$ cat src/rtl/btn_reset_ctrl.sv
// btn_reset_ctrl: synchronizes and debounces the active-low usr_btn pad and
// classifies each press. A short press yields a one-cycle short_press pulse.
// A long press drives the registered, active-low rst_n low for
// RST_PULSE_CYCLES to request the bootloader.
//
// Ports:
//   clk48        48 MHz system clock
//   rst          asynchronous active-high reset
//   usr_btn      raw pad input, asynchronous, 0 = pressed
//   btn_level    debounced button state, 1 = pressed
//   short_press  one-cycle pulse on release of a short press
//   long_pending high while a long press is armed (LED indicator)
//   rst_n        registered reset request to the board, active-low
//
// Build option BTN_RESET_CTRL_IMMEDIATE_EN: when defined, reset is requested
// one clock after the hold threshold, even with the button still held. The
// ARMED state is not built and long_pending is tied to 0.
//
// state   | meaning
// --------+--------------------------------------------------------------
// IDLE    | button released, or waiting for release after a reset pulse
// PRESSED | debounced press in progress, hold time below LONG_CYCLES
// ARMED   | hold time reached LONG_CYCLES, reset fires on release
// RESET   | rst_n held low for RST_PULSE_CYCLES, button ignored

module btn_reset_ctrl #(
    parameter int DEBOUNCE_CYCLES  = 480000,
    parameter int LONG_CYCLES      = 96000000,
    parameter int RST_PULSE_CYCLES = 4800
) (
    input  logic clk48,
    input  logic rst,
    input  logic usr_btn,
    output logic btn_level,
    output logic short_press,
    output logic long_pending,
    output logic rst_n
);

    localparam int DW = $clog2(DEBOUNCE_CYCLES + 1);
    localparam int HW = $clog2(LONG_CYCLES + 1);
    localparam int PW = $clog2(RST_PULSE_CYCLES + 1);

    localparam logic [DW-1:0] DEB_LAST   = DW'(DEBOUNCE_CYCLES - 1);
    localparam logic [HW-1:0] HOLD_MAX   = HW'(LONG_CYCLES);
    localparam logic [PW-1:0] PULSE_LAST = PW'(RST_PULSE_CYCLES - 1);

`ifdef BTN_RESET_CTRL_IMMEDIATE_EN
    typedef enum logic [1:0] {S_IDLE, S_PRESSED, S_RESET} state_t;
`else
    localparam logic [HW-1:0] HOLD_LAST = HW'(LONG_CYCLES - 1);
    typedef enum logic [1:0] {S_IDLE, S_PRESSED, S_ARMED, S_RESET} state_t;
`endif

    state_t          state, state_next;
    logic            sync1, sync2;
    logic            btn_sync;
    logic [DW-1:0]   deb_cnt;
    logic [HW-1:0]   hold_cnt;
    logic [PW-1:0]   pulse_cnt;
    logic            need_release;
    logic            short_next;

    assign btn_sync = ~sync2;

    // Synchronizer and debouncer. The counter holds the number of
    // consecutive disagreeing cycles already seen, so the level flips on
    // the DEBOUNCE_CYCLES-th one.
    always_ff @(posedge clk48 or posedge rst) begin
        if (rst) begin
            sync1     <= 1'b1;
            sync2     <= 1'b1;
            deb_cnt   <= '0;
            btn_level <= 1'b0;
        end else begin
            sync1 <= usr_btn;
            sync2 <= sync1;
            if (btn_sync == btn_level) begin
                deb_cnt <= '0;
            end else if (deb_cnt == DEB_LAST) begin
                deb_cnt   <= '0;
                btn_level <= ~btn_level;
            end else begin
                deb_cnt <= deb_cnt + 1'b1;
            end
        end
    end

    // Hold counter counts cycles with btn_level high and is zero whenever the
    // button is released, so every press into PRESSED starts from a clean
    // count. Its value after a clock equals the press length so far.
    always_ff @(posedge clk48 or posedge rst) begin
        if (rst) begin
            hold_cnt <= '0;
        end else if (!btn_level) begin
            hold_cnt <= '0;
        end else if (hold_cnt != HOLD_MAX) begin
            hold_cnt <= hold_cnt + 1'b1;
        end
    end

    always_comb begin
        state_next = state;
        short_next = 1'b0;
        case (state)
            S_IDLE: begin
                if (btn_level && !need_release) state_next = S_PRESSED;
            end
            S_PRESSED: begin
`ifdef BTN_RESET_CTRL_IMMEDIATE_EN
                // Threshold was reached on the previous clock.
                if (hold_cnt == HOLD_MAX) begin
                    state_next = S_RESET;
                end else if (!btn_level) begin
                    state_next = S_IDLE;
                    short_next = 1'b1;
                end
`else
                // Release is tested first so a release coinciding with the
                // threshold clock stays a short press.
                if (!btn_level) begin
                    state_next = S_IDLE;
                    short_next = 1'b1;
                end else if (hold_cnt == HOLD_LAST) begin
                    state_next = S_ARMED;
                end
`endif
            end
`ifndef BTN_RESET_CTRL_IMMEDIATE_EN
            S_ARMED: begin
                if (!btn_level) state_next = S_RESET;
            end
`endif
            S_RESET: begin
                if (pulse_cnt == PULSE_LAST) state_next = S_IDLE;
            end
            default: state_next = S_IDLE;
        endcase
    end

    always_ff @(posedge clk48 or posedge rst) begin
        if (rst) begin
            state        <= S_IDLE;
            pulse_cnt    <= '0;
            need_release <= 1'b0;
            short_press  <= 1'b0;
            rst_n        <= 1'b1;
        end else begin
            state       <= state_next;
            short_press <= short_next;
            rst_n       <= (state_next != S_RESET);
            if (state == S_RESET && state_next == S_RESET) begin
                pulse_cnt <= pulse_cnt + 1'b1;
            end else begin
                pulse_cnt <= '0;
            end
            // A press still held after the pulse must be released before a
            // new press can be recognized.
            if (state == S_RESET && state_next == S_IDLE) begin
                need_release <= 1'b1;
            end else if (!btn_level) begin
                need_release <= 1'b0;
            end
        end
    end

`ifdef BTN_RESET_CTRL_IMMEDIATE_EN
    assign long_pending = 1'b0;
`else
    always_ff @(posedge clk48 or posedge rst) begin
        if (rst) begin
            long_pending <= 1'b0;
        end else begin
            long_pending <= (state_next == S_ARMED);
        end
    end
`endif

endmodule

$ cat config.mk
export PLATFORM = sky130hd
export DESIGN_NAME = btn_reset_ctrl
export DESIGN_NICKNAME = d
export VERILOG_FILES = /design/src/rtl/btn_reset_ctrl.sv
export SDC_FILE = /design/constraint.sdc
export NUM_CORES = 1
export LEC_CHECK = 0
export ABC_AREA = 1
export ABC_CLOCK_PERIOD_IN_PS = 2300
export BUFFER_PORTS_ARGS = -buffer_cell sky130_fd_sc_hd__buf_2
export CORE_MARGIN = 5
export CORE_UTILIZATION = 35
export CTS_BUF_LIST = sky130_fd_sc_hd__clkbuf_4
export DETAILED_ROUTE_END_ITERATION = 6
export GPL_ROUTABILITY_DRIVEN = 0
export PLACE_DENSITY = 0.57
export SKIP_CTS_REPAIR_TIMING = 1
export SLEW_MARGIN = 10
export SYNTH_ARGS = -nofsm -noshare
export SYNTH_HDL_FRONTEND = slang
export SYNTH_SLANG_ARGS = --single-unit
$ cat constraint.sdc
create_clock -name clk48 -period 2.3 [get_ports clk48]
set_input_delay 0.23 -clock clk48 [delete_from_list [all_inputs] [get_ports clk48]]
set_output_delay 0.23 -clock clk48 [all_outputs]
set_load 0.005 [all_outputs]
==> impl_metrics.tcl, run 1 <==
set metrics [dict create \
    cts_tree "done" \
    diodes 0 \
    clock.fmax_mhz 605 \
    setup_viol 0 \
    drive_above_1_share_pct 9.28 \
    ys_ff_latch 68 \
    dpl.hpwl_um 6090 \
    start_util_pct 36.2 \
    maxCapViolations 0 \
    r2r_setup_slack_ns 0.65 \
    critical_path_class "flop to flop" \
    area_growth_pct 10.2 \
    yosysTopAreaCell "dfrtp_1" \
    wirelength_um 8250 \
    critical-path-top-delay-family "simple AND/OR/NAND/NOR gates" \
    yosys.area.top_type_share_pct 43.3 \
    place_area_um2 3960 \
    yosysSeqAreaShare_pct 45.4 \
    p_per_area_nw_per_um2 519 \
    finalSetupTns_ns 0 \
    drc 0 \
    cts_made_buffers 9 \
    finClkSkew_ns 0.0188 \
    n_fill_cell 1094 \
    synthTopCellsByArea "dfrtp_1, nand2_1, nor2_1" \
    clkTransAtPathRegs_ns 0.13 \
    slew_headroom_pct 67.3 \
    vdd_drop_max_mv 0.277 \
    core_area_um2 10400 \
    place_ws_ns 0.627 \
    postLayoutCellArea_um2 4140 \
    slowest_stage "dfrtp_1" \
    cp_num_buf_inv 0 \
    grt_max_degree 32 \
    synth_fp_nets 512 \
    r2r_start "pulse_cnt[0]$_DFF_PP0_" \
    fin_crit_ns 1.65 \
    avgRoutedWirePerCell_um 12.4 \
    final_nets 530 \
    mostFrequentLayoutCell "nand2_1" \
    via_count 3086 \
    drtIter0Drc 192 \
    grt_pass1_wl_um 14300 \
    slew_violations 0 \
    start_kind "flop" \
    synthesis.area_um2 3750 \
    cts.sinks 68 \
    r2r_end "pulse_cnt[8]$_DFF_PP0_" \
    drt-pass1-iter-count 5 \
    synth_warnings 0 \
    dieArea_um2 12900 \
    numPortBuffers 6 \
    cpPeakStageDelay_ns 0.38 \
    power.leakage_nw 1.77 \
    worstSkewPairLatency_ns 0.44 \
    cp_max_fo 13 \
    finalWorstSetupSlack_ns 0.646 \
    cts_root_buffer "clkbuf_4" \
    chipWidth_um 114 \
    min_period_over_period_pct 71.9 \
    antenna_found_initial 0 \
    status "finished, final reports clean" \
    ios 7 \
    avgSynthCellArea_um2 7.43 \
    final-hold-violation-count 0 \
    crit_path_end_kind "flop" \
    ys_types 30 \
    crit_required_ns 2.61 \
    num_rows 37 \
    clk_path_buf_depth 2 \
    chipHeight_um 114 \
    antenna_left 0 \
    via_per_inst 4.65 \
    htree_levels 3 \
    hold_class "input pin to async pin" \
    rsz0062_at_grt "no" \
    r2r_cells 6 \
    layout_common_cells "nand2_1, nor2_1, inv_1, dfrtp_1, nand3_1" \
    worst_ep_arrival_time_ns 1.96 \
    path_cells "ha_1, nand3_1, nor2_1, nand3_1, nand2_1, nor2_1" \
    overflow 0 \
    postSynthCellCount 505 \
    grt_use_total_pct 13.8 \
    grt_pass1_vias 3090 \
    tightest_slew_ns 0.490 \
]
## worst register-to-register path: stages (launching register included)
cell	delay, ns
dfrtp_1	0.38
ha_1	0.19
nand3_1	0.15
nor2_1	0.18
nand3_1	0.16
nand2_1	0.38
nor2_1	0.10
## synthesized netlist by cell type (all sizes together)
cell type / number
o21a: 1
nand3: 37
inv: 68
nor2: 114
a21oi: 17
xor2: 15
o21ai: 13
nand4: 10
buf: 2
nand2: 116
xnor2: 6
dfrtp: 65
dfstp: 3
clkbuf: 3
nor3: 25
a31oi: 1
or2: 1
ha: 4
nand3b: 1
nor3b: 3
## routing by layer
layer,routed length (um),GRT usage [%]
met4,189,6.09
met2,3590,21.1
met5,0,0
met3,352,2.81
met1,4110,18.9
## sequential cells by signal, summed over array words and instances, names as in the netlist
register	cells
rst_n	1
need_release	1
pulse_cnt	13
long_pending	1
hold_cnt	27
sync1	1
sync2	1
btn_level	1
state	2
short_press	1
deb_cnt	19
## power breakdown
part           leakage (nW)  switching, mW  total [mW]  internal [mW]
Sequential            0.938        0.00399        1.21           1.20
Clock                0.0815          0.449       0.893          0.444
Combinational         0.754         0.0355      0.0471         0.0117
Total                  1.77          0.489        2.15           1.66
## per-stage QoR
stage | power (mW) | instances | util (%) | hold slack (ns)
global placement | 1.28 | 646 | 38.2 | 0.279
floorplan | 1.26 | 505 | - | 0.234
global route | 2.23 | 664 | 39.9 | 0.373
detailed placement | 1.28 | 646 | 38.2 | 0.284
CTS | 2.18 | 662 | 39.7 | -0.213
finish | 2.15 | 664 | 39.9 | 0.336
## how the worst max path moves through the flow
stage | cells past startpoint | startpoint | to
5_1_grt | 6 | pulse_cnt[0]$_DFF_PP0_ | pulse_cnt[8]$_DFF_PP0_
3_3_place_gp | 6 | pulse_cnt[0]$_DFF_PP0_ | pulse_cnt[8]$_DFF_PP0_
3_5_place_dp | 6 | pulse_cnt[0]$_DFF_PP0_ | pulse_cnt[3]$_DFF_PP0_
4_1_cts | 6 | pulse_cnt[0]$_DFF_PP0_ | pulse_cnt[3]$_DFF_PP0_
2_1_floorplan | 1 | rst | btn_level$_DFFE_PP0P_
6_report | 6 | pulse_cnt[0]$_DFF_PP0_ | pulse_cnt[8]$_DFF_PP0_
## cell families after synthesis
| group | count (synthesis) | share of synthesized area [%] |
|---|---|---|
| buf+inv | 73 | 7.37 |
| compound gates | 32 | 4.47 |
| flops | 68 | 45.4 |
| simple gates | 307 | 36.5 |
| xor+xnor | 21 | 4.90 |
| fa+ha+maj | 4 | 1.33 |
## cell type report
type | count | area, um^2 | area share (%)
Sequential cell | 68 | 1710 | 41.2
Timing Repair Buffer | 12 | 80.1 | 1.94
Inverter | 68 | 255 | 6.17
Tap cell | 136 | 170 | 4.11
Clock inverter | 6 | 80.1 | 1.94
Clock buffer | 10 | 75.1 | 1.81
Multi-Input combinational cell | 364 | 1770 | 42.8
Power figures use the tool's default switching activity.
==> run 2: changes to the inputs <==
Settings changed: ABC_CLOCK_PERIOD_IN_PS 2300 to 1500, PLACE_DENSITY 0.57 to 0.58.
Clock period 2.3 ns to 1.5 ns, I/O delays scaled along.
==> run 2 against run 1 <==
Against the previous run: the run now ends with negative setup slack left; first-iteration DRC count is 14% higher; maximum frequency is 10% higher; non-clock buffer count increased by 31; die area unchanged; clock-buffer cell count unchanged; total power increased by 46%; design area is 9.3% higher; cell count is 4.7% higher; critical path type unchanged; largest cell class unchanged.
==> impl_metrics.tcl, run 2 (same netlist as run 1, synthesis figures left out) <==
set metrics [dict create \
    status "complete, but fails checks" \
    violations "negative setup slack" \
    clk_path_buf_depth 2 \
    core_area_um2 10400 \
    final_nets 561 \
    fin_crit_ns 1.50 \
    crit_path_end_kind "flop" \
    path_cells "ha_2, nand2_4, nor2_4, buf_4, buf_4, nand2_2, xor2_1, nor2_1" \
    cp_num_buf_inv 2 \
    drt-pass1-iter-count 4 \
    slew_headroom_pct 67.1 \
    grt_max_degree 29 \
    place_ws_ns 0.00423 \
    cts_made_buffers 9 \
    finalWorstSetupSlack_ns -0.000678 \
    area_growth_pct 20.5 \
    htree_levels 3 \
    overflow 0 \
    rsz0062_at_grt "yes" \
    finClkSkew_ns 0.0173 \
    slew_violations 0 \
    antenna_found_initial 0 \
    start_util_pct 36.2 \
    critical-path-top-delay-family "flip-flops" \
    min_period_over_period_pct 100 \
    wirelength_um 8690 \
    drc 0 \
    cp_num_cells 8 \
    num_rows 37 \
    n_fill_cell 1057 \
    avgRoutedWirePerCell_um 12.5 \
    tightest_slew_ns 0.492 \
    wl_met1_um 4110 \
    maxCapViolations 0 \
    cts_tree "done" \
    diodes 0 \
    cp_max_fo 5 \
    critical_path_class "flop to flop" \
    largest_reg_flops 27 \
    drive_above_1_share_pct 20.0 \
    ios 7 \
    chipWidth_um 114 \
    layout_common_cells "nand2_1, nor2_1, inv_1, dfrtp_1, buf_4" \
    worst_ep_arrival_time_ns 1.82 \
    crit_required_ns 1.82 \
    worstSkewPairLatency_ns 0.43 \
    grt_pass1_vias 3220 \
    final-hold-violation-count 0 \
    grt_use_total_pct 14.2 \
    start_kind "flop" \
    numPortBuffers 6 \
    drtIter0Drc 218 \
    dieArea_um2 12900 \
    placedCellCount 666 \
    reg.largest.list "hold_cnt: 27 flops, deb_cnt: 19 flops, pulse_cnt: 13 flops" \
    clkTransAtPathRegs_ns 0.12 \
    mostFrequentLayoutCell "nand2_1" \
    wl_met2_um 4070 \
    grt_pass1_wl_um 14700 \
    met3_length_um 339 \
    chipHeight_um 114 \
    cpPeakStageDelay_ns 0.45 \
    via_per_inst 4.71 \
    slowest_stage "dfrtp_1" \
    worst_path_most_repeated_cell "buf_4" \
    layout.cells.non_filler 695 \
    power.leakage_nw 1.97 \
    vdd_drop_max_mv 0.279 \
    antenna_left 0 \
    dpl.hpwl_um 6270 \
    hold_class "input pin to async pin" \
    setup_viol 1 \
    via_count 3275 \
    cts.sinks 68 \
    cts_root_buffer "clkbuf_4" \
    regMostFlops "hold_cnt" \
    top_layer_used "met4" \
    clock.fmax_mhz 666 \
    fin_util_pct 43.6 \
    r2r_cells 8 \
    p_per_area_nw_per_um2 694 \
]
[run 2: cell types whose count changed in the layout (fill, tap and decap cells not counted), moves of 6 or more]
| cell | change |
|---|---|
| buf_4 | +27 |
| nor2_1 | -9 |
| nand3_2 | +6 |
| nand2_1 | -6 |
| nand3_1 | -6 |
[run 2: cell type report]
cell class | count | area (um^2) | area share [%]
Inverter | 68 | 259 | 5.73
Timing Repair Buffer | 43 | 345 | 7.64
Sequential cell | 68 | 1710 | 37.8
Clock inverter | 6 | 56.3 | 1.25
Clock buffer | 10 | 75.1 | 1.66
Tap cell | 136 | 170 | 3.76
Multi-Input combinational cell | 364 | 1910 | 42.2
[run 2: per-layer routing]
layer,vias up,global-route usage (%)
met5,-,0
met4,0,6.81
met3,14,2.33
met2,57,22.8
met1,1525,18.7
li1,1679,-
[run 2: path summary, 6_finish.rpt]
path                                         start                        to  slack [ns]
setup reg to reg           hold_cnt[1]$_DFFE_PP0P_  hold_cnt[20]$_DFFE_PP0P_     -0.0007
min in group clk48                 sync1$_DFF_PP1_           sync2$_DFF_PP1_        0.36
hold / removal                                 rst      deb_cnt[1]$_DFF_PP0_        0.28
setup / recovery           hold_cnt[1]$_DFFE_PP0P_  hold_cnt[20]$_DFFE_PP0P_     -0.0007
max in group asynchronous                      rst           sync2$_DFF_PP1_        0.66
hold reg to reg                    sync1$_DFF_PP1_           sync2$_DFF_PP1_        0.36
[run 2: metrics by stage]
stage | total power [mW] | hold WS [ns] | setup TNS, ns | instance area (um^2)
floorplan | 1.93 | 0.154 | 0 | 3760
global placement | 1.97 | 0.194 | 0 | 4140
detailed placement | 1.97 | 0.200 | 0 | 4140
CTS | 3.18 | -0.295 | -0.0868 | 4270
global route | 3.29 | 0.293 | -1.35 | 4520
finish | 3.14 | 0.279 | -0.000678 | 4520
[run 2: worst register-to-register path: stages, from the launching register on]
cell	delay [ns]
dfrtp_1	0.45
ha_2	0.24
nand2_4	0.08
nor2_4	0.14
buf_4	0.12
buf_4	0.11
nand2_2	0.06
xor2_1	0.14
nor2_1	0.06
[run 2: where the power goes]
part / internal [mW] / leakage, nW / switching, mW / total (mW)
Sequential: 1.84 / 0.933 / 0.00837 / 1.85
Combinational: 0.0363 / 0.961 / 0.0603 / 0.0966
Clock: 0.514 / 0.0752 / 0.677 / 1.19
